--- src/rtl/fp16_mac_pkg.sv ---
// Shared FP16 field layout, alignment defaults and aligner state encoding.
package fp16_mac_pkg;

  localparam int FP16_W   = 16;
  localparam int EXP_W    = 5;
  localparam int FRAC_W   = 10;
  localparam int MANT_W   = 11;
  localparam int FRAC_LSB = 0;
  localparam int EXP_LSB  = 10;
  localparam int SIGN_BIT = 15;

  localparam logic [EXP_W-1:0] EXP_SPECIAL = 5'd31;

  localparam int N_DEF     = 9;
  localparam int SUM_W_DEF = 20;
  localparam int GUARD_DEF = 3;

  typedef enum logic {
    COLLECT = 1'b0,
    EMIT    = 1'b1
  } align_state_t;

endpackage

--- src/rtl/fp16_unpack.sv ---
// Combinational FP16 unpack: sign, effective exponent, mantissa with hidden bit.
// Inf/NaN report is_special with a zero mantissa and e_eff=0 so they never
// raise the block maximum. With FP16_ALIGN_FTZ_EN defined, subnormals are
// flushed to zero and also excluded from the maximum.
module fp16_unpack
  import fp16_mac_pkg::*;
(
  input  logic [FP16_W-1:0] in_data,
  output logic              sign,
  output logic [5:0]        e_eff,
  output logic [MANT_W-1:0] mant,
  output logic              is_special
);

  logic [EXP_W-1:0]  exp_f;
  logic [FRAC_W-1:0] frac_f;

  assign exp_f  = in_data[EXP_LSB +: EXP_W];
  assign frac_f = in_data[FRAC_LSB +: FRAC_W];

  // Classify the exponent field and build the effective exponent/mantissa.
  always_comb begin
    sign       = in_data[SIGN_BIT];
    is_special = 1'b0;
    e_eff      = {1'b0, exp_f};
    mant       = {1'b1, frac_f};
    if (exp_f == EXP_SPECIAL) begin
      is_special = 1'b1;
      e_eff      = 6'd0;
      mant       = '0;
    end else if (exp_f == '0) begin
      e_eff = 6'd1;
      mant  = {1'b0, frac_f};
`ifdef FP16_ALIGN_FTZ_EN
      if (frac_f != '0) begin
        e_eff = 6'd0;
        mant  = '0;
      end
`endif
    end
  end

endmodule

--- src/rtl/fp16_block_aligner.sv ---
// Block aligner: collects N FP16 operands, finds the block maximum effective
// exponent, then emits each operand as a signed fixed-point value aligned to
// that exponent. Optional build macro FP16_ALIGN_FTZ_EN flushes subnormals.
//
// state   | meaning
// COLLECT | accept operands into the buffer, track max exponent and specials
// EMIT    | present aligned operand idx; advance on each output handshake
module fp16_block_aligner
  import fp16_mac_pkg::*;
#(
  parameter int N     = N_DEF,
  parameter int SUM_W = SUM_W_DEF,
  parameter int GUARD = GUARD_DEF
) (
  input  logic             clk,
  input  logic             rst,
  input  logic             in_valid,
  output logic             in_ready,
  input  logic [15:0]      in_data,
  output logic             out_valid,
  input  logic             out_ready,
  output logic [SUM_W-1:0] out_sum,
  output logic [5:0]       out_exp_max,
  output logic             out_last,
  output logic             out_special
);

  localparam int               CNT_W    = (N > 1) ? $clog2(N) : 1;
  localparam int               MAG_W    = MANT_W + GUARD;
  localparam logic [CNT_W-1:0] LAST_IDX = CNT_W'(N - 1);
  localparam logic [5:0]       MAG_W_S  = 6'(MAG_W);

  align_state_t      state, state_nxt;
  logic [CNT_W-1:0]  count, idx;
  logic [5:0]        max_exp;
  logic              special;
  logic [15:0]       op_buf [N];

  logic              in_fire, out_fire;

  logic              unused_in_sign;
  logic [MANT_W-1:0] unused_in_mant;
  logic [5:0]        in_e_eff;
  logic              in_is_special;

  logic [15:0]       em_data;
  logic              em_sign;
  logic [5:0]        em_e_eff;
  logic [MANT_W-1:0] em_mant;
  logic              em_is_special;

  logic [5:0]        shift;
  logic [MAG_W-1:0]  aligned, mag;
  logic [SUM_W-1:0]  mag_ext, sum_val;

  fp16_unpack u_unpack_in (
    .in_data    (in_data),
    .sign       (unused_in_sign),
    .e_eff      (in_e_eff),
    .mant       (unused_in_mant),
    .is_special (in_is_special)
  );

  assign em_data = op_buf[idx];

  fp16_unpack u_unpack_em (
    .in_data    (em_data),
    .sign       (em_sign),
    .e_eff      (em_e_eff),
    .mant       (em_mant),
    .is_special (em_is_special)
  );

  assign in_fire  = in_valid & in_ready;
  assign out_fire = out_valid & out_ready;

  // State register.
  always_ff @(posedge clk) begin
    if (rst) state <= COLLECT;
    else     state <= state_nxt;
  end

  // Next-state and handshake decode.
  always_comb begin
    state_nxt = state;
    in_ready  = 1'b0;
    out_valid = 1'b0;
    case (state)
      COLLECT: begin
        in_ready = 1'b1;
        if (in_valid && count == LAST_IDX) state_nxt = EMIT;
      end
      EMIT: begin
        out_valid = 1'b1;
        if (out_ready && idx == LAST_IDX) state_nxt = COLLECT;
      end
      default: state_nxt = COLLECT;
    endcase
  end

  // Operand buffer, block maximum, special flag and the two indices.
  always_ff @(posedge clk) begin
    if (rst) begin
      count   <= '0;
      idx     <= '0;
      max_exp <= '0;
      special <= 1'b0;
    end else begin
      if (in_fire) begin
        op_buf[count] <= in_data;
        if (in_e_eff > max_exp) max_exp <= in_e_eff;
        special <= special | in_is_special;
        if (count == LAST_IDX) begin
          count <= '0;
          idx   <= '0;
        end else begin
          count <= count + 1'b1;
        end
      end
      if (out_fire) begin
        if (idx == LAST_IDX) begin
          idx     <= '0;
          max_exp <= '0;
          special <= 1'b0;
        end else begin
          idx <= idx + 1'b1;
        end
      end
    end
  end

  // Align the current element to the block maximum and apply its sign.
  // Specials carry a zero mantissa, so their shift amount is irrelevant.
  always_comb begin
    shift   = max_exp - em_e_eff;
    aligned = {em_mant, {GUARD{1'b0}}};
    mag     = (shift >= MAG_W_S) ? '0 : (aligned >> shift);
    mag_ext = {{(SUM_W-MAG_W){1'b0}}, mag};
    sum_val = em_sign ? (-mag_ext) : mag_ext;
  end

  assign out_sum     = out_valid ? sum_val : '0;
  assign out_exp_max = out_valid ? max_exp : '0;
  assign out_last    = out_valid && (idx == LAST_IDX);
  assign out_special = out_valid && special;

endmodule
--- config.mk ---
export PLATFORM = sky130hd
export DESIGN_NAME = fp16_block_aligner
export DESIGN_NICKNAME = d
export VERILOG_FILES = /design/src/rtl/fp16_mac_pkg.sv /design/src/rtl/fp16_unpack.sv /design/src/rtl/fp16_block_aligner.sv
export SDC_FILE = /design/constraint.sdc
export NUM_CORES = 1
export LEC_CHECK = 0
export ABC_AREA = 1
export BUFFER_PORTS_ARGS = -buffer_cell sky130_fd_sc_hd__buf_2
export CORE_ASPECT_RATIO = 0.75
export CORE_MARGIN = 2
export CORE_UTILIZATION = 50
export DETAILED_ROUTE_END_ITERATION = 16
export PLACE_DENSITY = 0.7
export SYNTH_ARGS = -nofsm -noshare
export SYNTH_HDL_FRONTEND = slang
export SYNTH_SLANG_ARGS = --single-unit
--- constraint.sdc ---
create_clock -name clk -period 4.5 [get_ports clk]
set_input_delay 0.45 -clock clk [delete_from_list [all_inputs] [get_ports clk]]
set_output_delay 0.45 -clock clk [all_outputs]
set_load 0.05 [all_outputs]
Word-level counts from Yosys, hierarchy flattened --
Memory sizes are Yosys's and may differ from the RTL's. A register that Yosys moved wholly into a read port is not among the register bits. Index checks and enable logic that the tools add are counted.
Word-level totals: bits in registers 16, bits in writable memories 144, output and inout port bits 30, word-level logic and storage cells 63, memories 1
Cells by class: $add $sub $neg 4, magnitude comparators 2, equal/unequal tests 4, shift operators 1, muxes and demuxes 33, bitwise logic cells 4, reductions and logical operators 9
Memory list:
- op_buf | words 9, width 16, rd ports 1, clocked after Yosys merged registers in 1, write ports 1, line fp16_block_aligner.sv:37 | logic [15:0] op_buf [N];
Operator list (count):
- 6-bit two-way mux | 7
- 20-bit two-way mux | 2
- 4-bit two-way mux | 7
- 11-bit two-way mux | 2
- 14-bit negation with 20-bit output | 1
- 14-bit two-way mux | 1
- 14-bit by 6-bit >> shifter with 14-bit output | 1
- 1-bit two-way mux | 11
- 5-bit equality test (second input constant) | 2
- 5-bit logical NOT | 2
- 5-bit two-way mux | 2
- 4-bit by 1-bit adder with 4-bit output (second input constant) | 2
- 4-bit equality test (second input constant) | 2
- 6-bit by 4-bit greater-or-equal comparator with 1-bit output (second input constant) | 1
- 6-bit > comparator | 1
- 6-bit subtractor | 1
- 1-bit logical AND | 4
- 2-bit nonzero test | 2
- 1-bit AND | 2
- 1-bit case mux with 2 select lines | 1
- 2-bit AND reduction | 1
- 1-bit inverter | 1
- 1-bit OR | 1

Depth between registers and ports, before layout --
Gate-level depths: netlist (run 1).
depth in word-level cells 9, depth in mapped cells 35

By module --
A second synthesis (run 1) with hierarchy kept.
Unflattened totals: cells, all modules 884, area, all modules 8608.3 µm²
Modules (own cells, without submodules):
- fp16_block_aligner | times used 1, cells an instance 796, area an instance 8212.9 µm²
- fp16_unpack | times used 2, cells an instance 44, area an instance 197.7 µm²

Worst setup path before layout (run 1) --
Ideal clock, no wire load.
kind register -> output, start register (tool-made name), end output out_sum[12], arrival time 4.339 ns, data required time 4.050 ns, path slack -0.289 ns, stages on the path, launching flop included 33, cells stage by stage dfxtp_1 > buf_4 > buf_4 > o211ai_1 > nand3_1 > nand3_1 > nand2_1 > nand2_1 > buf_6 > buf_6 > nand2_1 > ha_1 > nand2_1 > nand2_1 > nand2_1 > nand3_1 > xor2_1 > clkbuf_1 > inv_1 > nand3_1 > nand2_1 > nand3_1 > nand2_1 > nand2_1 > nand2_1 > nand3_2 > ha_1 > inv_1 > nor2_4 > nand3_2 > nand3_1 > nand2_1 > nor2_1
RTL lines:
- end, declared | line fp16_block_aligner.sv:22 | output logic [SUM_W-1:0] out_sum,

==> results_dict.tcl, run 1 <==
set metrics [dict create \
    violations "negative setup slack" \
    synth.yosys.seq_area_share 0.5775 \
    ys_ff_latch 164 \
    max_freq_mhz 198.8 \
    fp.dieArea_um2 17410 \
    fin_area_um2 10440 \
    wire_per_inst_um 17.53 \
    slowest_stage "dfxtp_4" \
    crit_path_end_kind "primary output" \
    rsz0062_at_grt "true" \
    core-area_um2 16020 \
    die_w_um 151.7 \
    drv_slew 0 \
    vdd_drop_max_uv 289.5 \
    p_comb_frac 0.226 \
    clk_path_buf_depth 2 \
    vias_per_cell 5.556 \
    power_density_nw_per_um2 393.0 \
    crit_family "simple AND/OR/NAND/NOR gates" \
    initial_utilization 0.5108 \
    p_int_mw 2.912 \
    vias 6834 \
    dr.pass1.iters 8 \
    io_buffers 49 \
    grtUsageTotal 0.2554 \
    synth_top_area_frac 0.5286 \
    clkTransAtPathRegs_ps 70 \
    pre_cts_slack_ps -75.46 \
    status "finished with violations" \
    layout_min_cycle_time_ps 5029 \
    finalWorstSetupSlack_ps -529.3 \
    synth_area_um2 8180 \
    synth-edff-count 144 \
    synth_cells 894 \
    core.rowCount 40 \
    cpPeakStageDelay_ps 390 \
    drt_iter0_drc 781 \
    gp_congestion 0.8990 \
    slew_headroom 0.4842 \
    cts_root_buf "clkbuf_16" \
    numCtsBuffers 17 \
    nNetsFinal 1045 \
    setup_violations 20 \
    swShare 0.2906 \
    worst_slew_pin_slew_ps 773.0 \
    power_mw 4.104 \
    num_io_pins 50 \
    hold_class "in -> reg" \
    max-cap-violations 0 \
    cts_sinks 164 \
    route.detailed.drc 0 \
    critPathKind "reg -> out" \
    finalCritPeriodShare 1.118 \
    die_y_um 114.8 \
    grt_max_degree 26 \
    synthTopCellsByArea "edfxtp_1 (53%), nand2_1 (11%), nand3_1 (10%)" \
    cp_common_cell "nand3_2" \
    grt_pass1_vias 6450 \
    syn_nets 932 \
    dp_hpwl_um 12940 \
    drive_gt1_frac 0.2784 \
    finalHoldViolations 0 \
    ant_nets 0 \
    drt_wl_total_um 21570 \
    crit_fanout 6 \
    clk_latency_ps 430 \
    n_antenna_cell 0 \
    synth_cell_types 37 \
    yosys_warnings 0 \
    antenna_found_initial 0 \
    grt_pass1_wl_um 33400 \
    ctsHoldBuffers 0 \
    crit_required_ps 4050 \
    dpl.cell_count 1181 \
    final_common_cell "nand2_1" \
    grt_overflow 0 \
    synth_top_area_cell "edfxtp_1" \
    synthArstFlopShare 0 \
    path_buf_inv 6 \
    p_leak_nw 4.367 \
    arrival_ps 4580 \
    htreeDepth 4 \
    worst_setup_path_start_kind "flip-flop" \
    p_seq_frac 0.412 \
    switchingPower_mw 1.193 \
    cts_tree "built" \
    final_cell_mix "nand2_1 (202), edfxtp_1 (144), nand3_1 (143)" \
    syn_to_final_growth_pct 27.67 \
    pwr-share-clk 0.362 \
    synth_area_per_cell_um2 9.150 \
    layoutNonFillerInstCount 1230 \
    synth_ff_type "edfxtp_1" \
    worst_hold_slack_ps 256.8 \
    finClkSkew_ps 8.431 \
    place_area_um2 9087 \
]
-- what timing repair did --
item,4_1_cts,5_1_grt
endpoints found under the setup margin,20,20
pin swaps,34,29
cloned,3,0
buffers inserted,12,2
resized for setup,117,39
-- final cells by class --
class	instances	area (µm²)
clock buffer	24	565.5
timing repair buffer	131	1066
tap	210	262.8
fill	1252	5572
inverter	93	359.1
clock inverter	8	53.80
sequential	164	4728
multi-input combinational	600	3408
-- power by group through the flow --
stage	Combinational [mW]	Clock [mW]	Sequential (mW)
floorplan	0.501	0	1.72
global placement	0.734	0	1.72
detailed placement	0.735	0	1.72
finish	0.929	1.48	1.69
global route	1.02	1.56	1.69
CTS	0.842	1.49	1.69
-- metal layers --
metal,up-vias,part of all wire,wire length (µm),track usage
li1,3284,-,-,-
met1,3198,0.44,9450,0.3692
met2,306,0.46,9881,0.3898
met3,46,0.082,1768,0.06508
met4,0,0.022,467,0.06481
met5,-,0,0,0
-- path summary, 6_finish.rpt --
path	startpoint	end	slack, ps	depth (start not counted)
worst min register to register	special$_SDFF_PP0_	special$_SDFF_PP0_	460	2
worst max register to register	max_exp[1]$_SDFF_PP0_	max_exp[0]$_SDFF_PP0_	2260	9
worst max-delay path	flip-flop	out_sum[10]	-530	34
worst min-delay path	rst	state$_SDFF_PP0_	260	2
-- registers in the layout (all words and copies together) (netlist names), named ones only --
| register | flops |
|---|---|
| max_exp | 6 |
| special | 1 |
| idx | 4 |
| state | 1 |
| count | 4 |
| op_buf | 144 |
-- synthesized netlist by cell type, types with 9 or more instances --
| master | number |
|---|---|
| nor3_1 | 17 |
| o21ai_0 | 23 |
| edfxtp_1 | 144 |
| buf_2 | 16 |
| nand2_1 | 230 |
| nand4_1 | 9 |
| nor2_1 | 64 |
| inv_1 | 85 |
| ha_1 | 17 |
| dfxtp_1 | 20 |
| a21oi_1 | 31 |
| nand3_1 | 167 |
-- through the flow --
stage / setup TNS [ps] / util
detailed placement: -293.3 / 0.5674
global route: -13010 / 0.6521
finish: -7933 / 0.6521
global placement: 0 / 0.5674
CTS: -4606 / 0.6413
floorplan: -69.35 / -
-- worst reg2reg max path: stages (launching register included) --
cell and delay, ps:
dfxtp_1 490, inv_1 110, ha_1 330, inv_1 60, o21bai_1 130, a21oi_1 90, o21ai_0 150, o2111ai_1 390
a21oi_1 290, a211oi_1 60
-- kinds of logic after synthesis --
logic type	synth area share
flip-flops	0.5775
adder cells (fa/ha/maj)	0.02845
AND/OR/NAND/NOR	0.2657
AO/OA/AOI/OAI	0.05369
XOR/XNOR	0.007495
buffers and inverters	0.06715
Power figures use the tool's default switching activity.
==> run 2, diff against run 1 <==
- ABC_AREA: 1 -> default
- CORE_UTILIZATION: 50 -> 35
- PLACE_DENSITY: 0.7 -> default
==> results_dict.tcl, run 2 <==
set metrics [dict create \
    status "finished with violations" \
    violations "negative setup slack" \
    r2r-start "state$_SDFF_PP0_" \
    layout_min_cycle_time_ps 5752 \
    io_buffers 49 \
    pre_cts_slack_ps -1113 \
    synth_area_per_cell_um2 12.27 \
    synth.yosys.seq_area_share 0.5646 \
    grt_max_degree 42 \
    syn_nets 720 \
    synthSimpleGateAreaFrac 0.1133 \
    drv_slew 0 \
    hold_end "op_buf[8][2]$_DFFE_PP_" \
    route.detailed.drc 0 \
    worst_slew_pin_slew_ps 1094 \
    max-cap-violations 0 \
    num_io_pins 50 \
    slew_headroom 0.2707 \
    reg2reg_slack_ps 1940 \
    drive_gt1_frac 0.4141 \
    crit_fanout 5 \
    synth_top_area_frac 0.5167 \
    whs_path_depth 1 \
    dr.pass1.iters 5 \
    crit_family "simple AND/OR/NAND/NOR gates" \
    final_cell_mix "edfxtp_1 (144), buf_4 (144), mux2i_1 (57)" \
    synth-edff-count 144 \
    ys_ff_latch 164 \
    muxShareOfSynthArea 0.09839 \
    die_y_um 137.9 \
    synthAdderAreaFrac 0.02781 \
    power_mw 3.816 \
    ff2ff_path_depth 4 \
    wire_per_inst_um 18.98 \
    cts_sinks 164 \
    cp_common_cell "buf_6" \
    clk_latency_ps 430 \
    crit_required_ps 4050 \
    synthTopCellsByArea "edfxtp_1 (52%), mux2i_1 (7.1%), dfxtp_1 (4.8%)" \
    synth_compound_area_frac 0.1564 \
    largest_reg_flops 144 \
    worstHoldStart "in_data[2]" \
    grt_overflow 0 \
    crit_path_end_kind "primary output" \
    htreeDepth 4 \
    synth_most_common_cell "edfxtp_1" \
    core-area_um2 23240 \
    n_antenna_cell 0 \
    p_leak_nw 4.170 \
    path_buf_inv 8 \
    worst_setup_path_start_kind "flip-flop" \
    drt_iter0_drc 389 \
    grtUsageTotal 0.1834 \
    drt_wl_total_um 22700 \
    power_density_nw_per_um2 327.2 \
    grt_pass1_wl_um 34790 \
    clk_path_buf_depth 2 \
    synth_ff_type "edfxtp_1" \
    vias_per_cell 5.365 \
    arrival_ps 5300 \
    numCtsBuffers 17 \
    antenna_found_initial 0 \
    gp_congestion 0.8884 \
    slowest_stage "or4b_4" \
    hold_class "in -> reg" \
    initial_utilization 0.3600 \
    setup_violations 20 \
    synth_cells 682 \
    syn_to_final_growth_pct 39.34 \
    fp.dieArea_um2 25170 \
    reg.largest.list "op_buf (144), max_exp (6)" \
    grt_pass1_vias 6187 \
    cpPeakStageDelay_ps 530 \
    regMostFlops "op_buf" \
    vias 6416 \
    nNetsFinal 922 \
    synth_top_area_cell "edfxtp_1" \
    synth_top_family_by_area "compound AO/OA/AOI/OAI gates" \
    die_w_um 182.5 \
    r2r_end "op_buf[1][9]$_DFFE_PP_" \
    vdd_drop_max_uv 230.0 \
    netlist_top_cells_count "edfxtp_1 (144), mux2i_1 (59), nor2_1 (56), nand2_1 (55), a21oi_1 (27)" \
    cts_root_buf "clkbuf_16" \
    synth_area_um2 8368 \
    synthArstFlopShare 0 \
    core.rowCount 48 \
    finClkSkew_ps 6.124 \
    ant_nets 0 \
    max_freq_mhz 173.9 \
    synth_cell_types 88 \
    synth_xor_area_frac 0.006280 \
    finalWorstSetupSlack_ps -1252 \
    yosys_warnings 0 \
    finalCritPeriodShare 1.278 \
    rsz0062_at_grt "true" \
    ctsHoldBuffers 0 \
    clkTransAtPathRegs_ps 60 \
    cts_tree "built" \
    dp_hpwl_um 15260 \
    critPathKind "reg -> out" \
    finalHoldViolations 0 \
]
-- run 2: cell types whose count changed after synthesis, sizes merged, moves of 17 or more --
cell | previous run | this run
a22o | 0 | 20
nand2 | 232 | 56
buf | 29 | 12
nand3 | 172 | 7
inv | 91 | 23
mux2i | 0 | 59
-- run 2: cells by family (layout without fill, tap and decap cells) --
logic type | Yosys count | count (layout)
DFF | 164 | 164
buffers and inverters | 56 | 270
and+or+nand+nor | 191 | 191
adders and majority gates | 18 | 18
AOI/OAI and AO/OA | 173 | 173
muxes | 74 | 74
xor gates and xnor gates | 6 | 6
-- run 2: cell type report --
class / instances / area [µm²]
Timing Repair Buffer: 215 / 1744
Inverter: 24 / 93.84
Multi-Input combinational cell: 462 / 4136
Sequential cell: 164 / 4731
Tap cell: 300 / 375.4
Fill cell: 1969 / 11580
Clock inverter: 14 / 153.9
Clock buffer: 17 / 425.4
-- run 2: layer usage --
| metal | share of wire | GRT usage | wire length (µm) |
|---|---|---|---|
| met1 | 0.48 | 0.2656 | 10790 |
| met2 | 0.46 | 0.2835 | 10370 |
| met3 | 0.055 | 0.03493 | 1256 |
| met4 | 0.013 | 0.04794 | 289 |
| met5 | 0 | 0 | 0 |
-- run 2: how the worst max path moves through the flow --
stage	start	slack (ps)	cells past startpoint	to
finish	flip-flop	-1250	25	out_sum[12]
floorplan	flip-flop	-840	21	out_sum[13]
CTS	flip-flop	-1210	23	out_sum[12]
global route	flip-flop	-1440	26	out_sum[12]
detailed placement	flip-flop	-1110	27	out_sum[12]
global placement	flip-flop	-1100	23	out_sum[8]
-- run 2: where the power goes --
part / internal [mW] / total (mW) / switching, mW
registers: 1.67 / 1.68 / 0.00975
clock network: 0.821 / 1.43 / 0.604
logic: 0.336 / 0.709 / 0.373
-- run 2: repair_timing --
action | in CTS | in global routing
setup buffers | 26 | 19
gates resized for setup | 116 | 39
pin swaps | 42 | 40
endpoints found under the setup margin | 20 | 20
hold endpoints to repair | 0 | 0
-- run 2: stage by stage --
step / utilization / instances / hold WS (ps) / instance area (µm²) / setup TNS, ps
5_1_grt: 0.5017 / 1196 / 306.3 / 11660 / -26280
3_5_place_dp: 0.4347 / 1127 / 465.0 / 10100 / -18720
4_1_cts: 0.4884 / 1178 / 271.7 / 11350 / -20750
3_3_place_gp: 0.4347 / 1127 / 444.2 / 10100 / -17740
2_1_floorplan: - / 682 / 429.2 / 8680 / -11770
6_report: 0.5017 / 1196 / 297.6 / 11660 / -21810
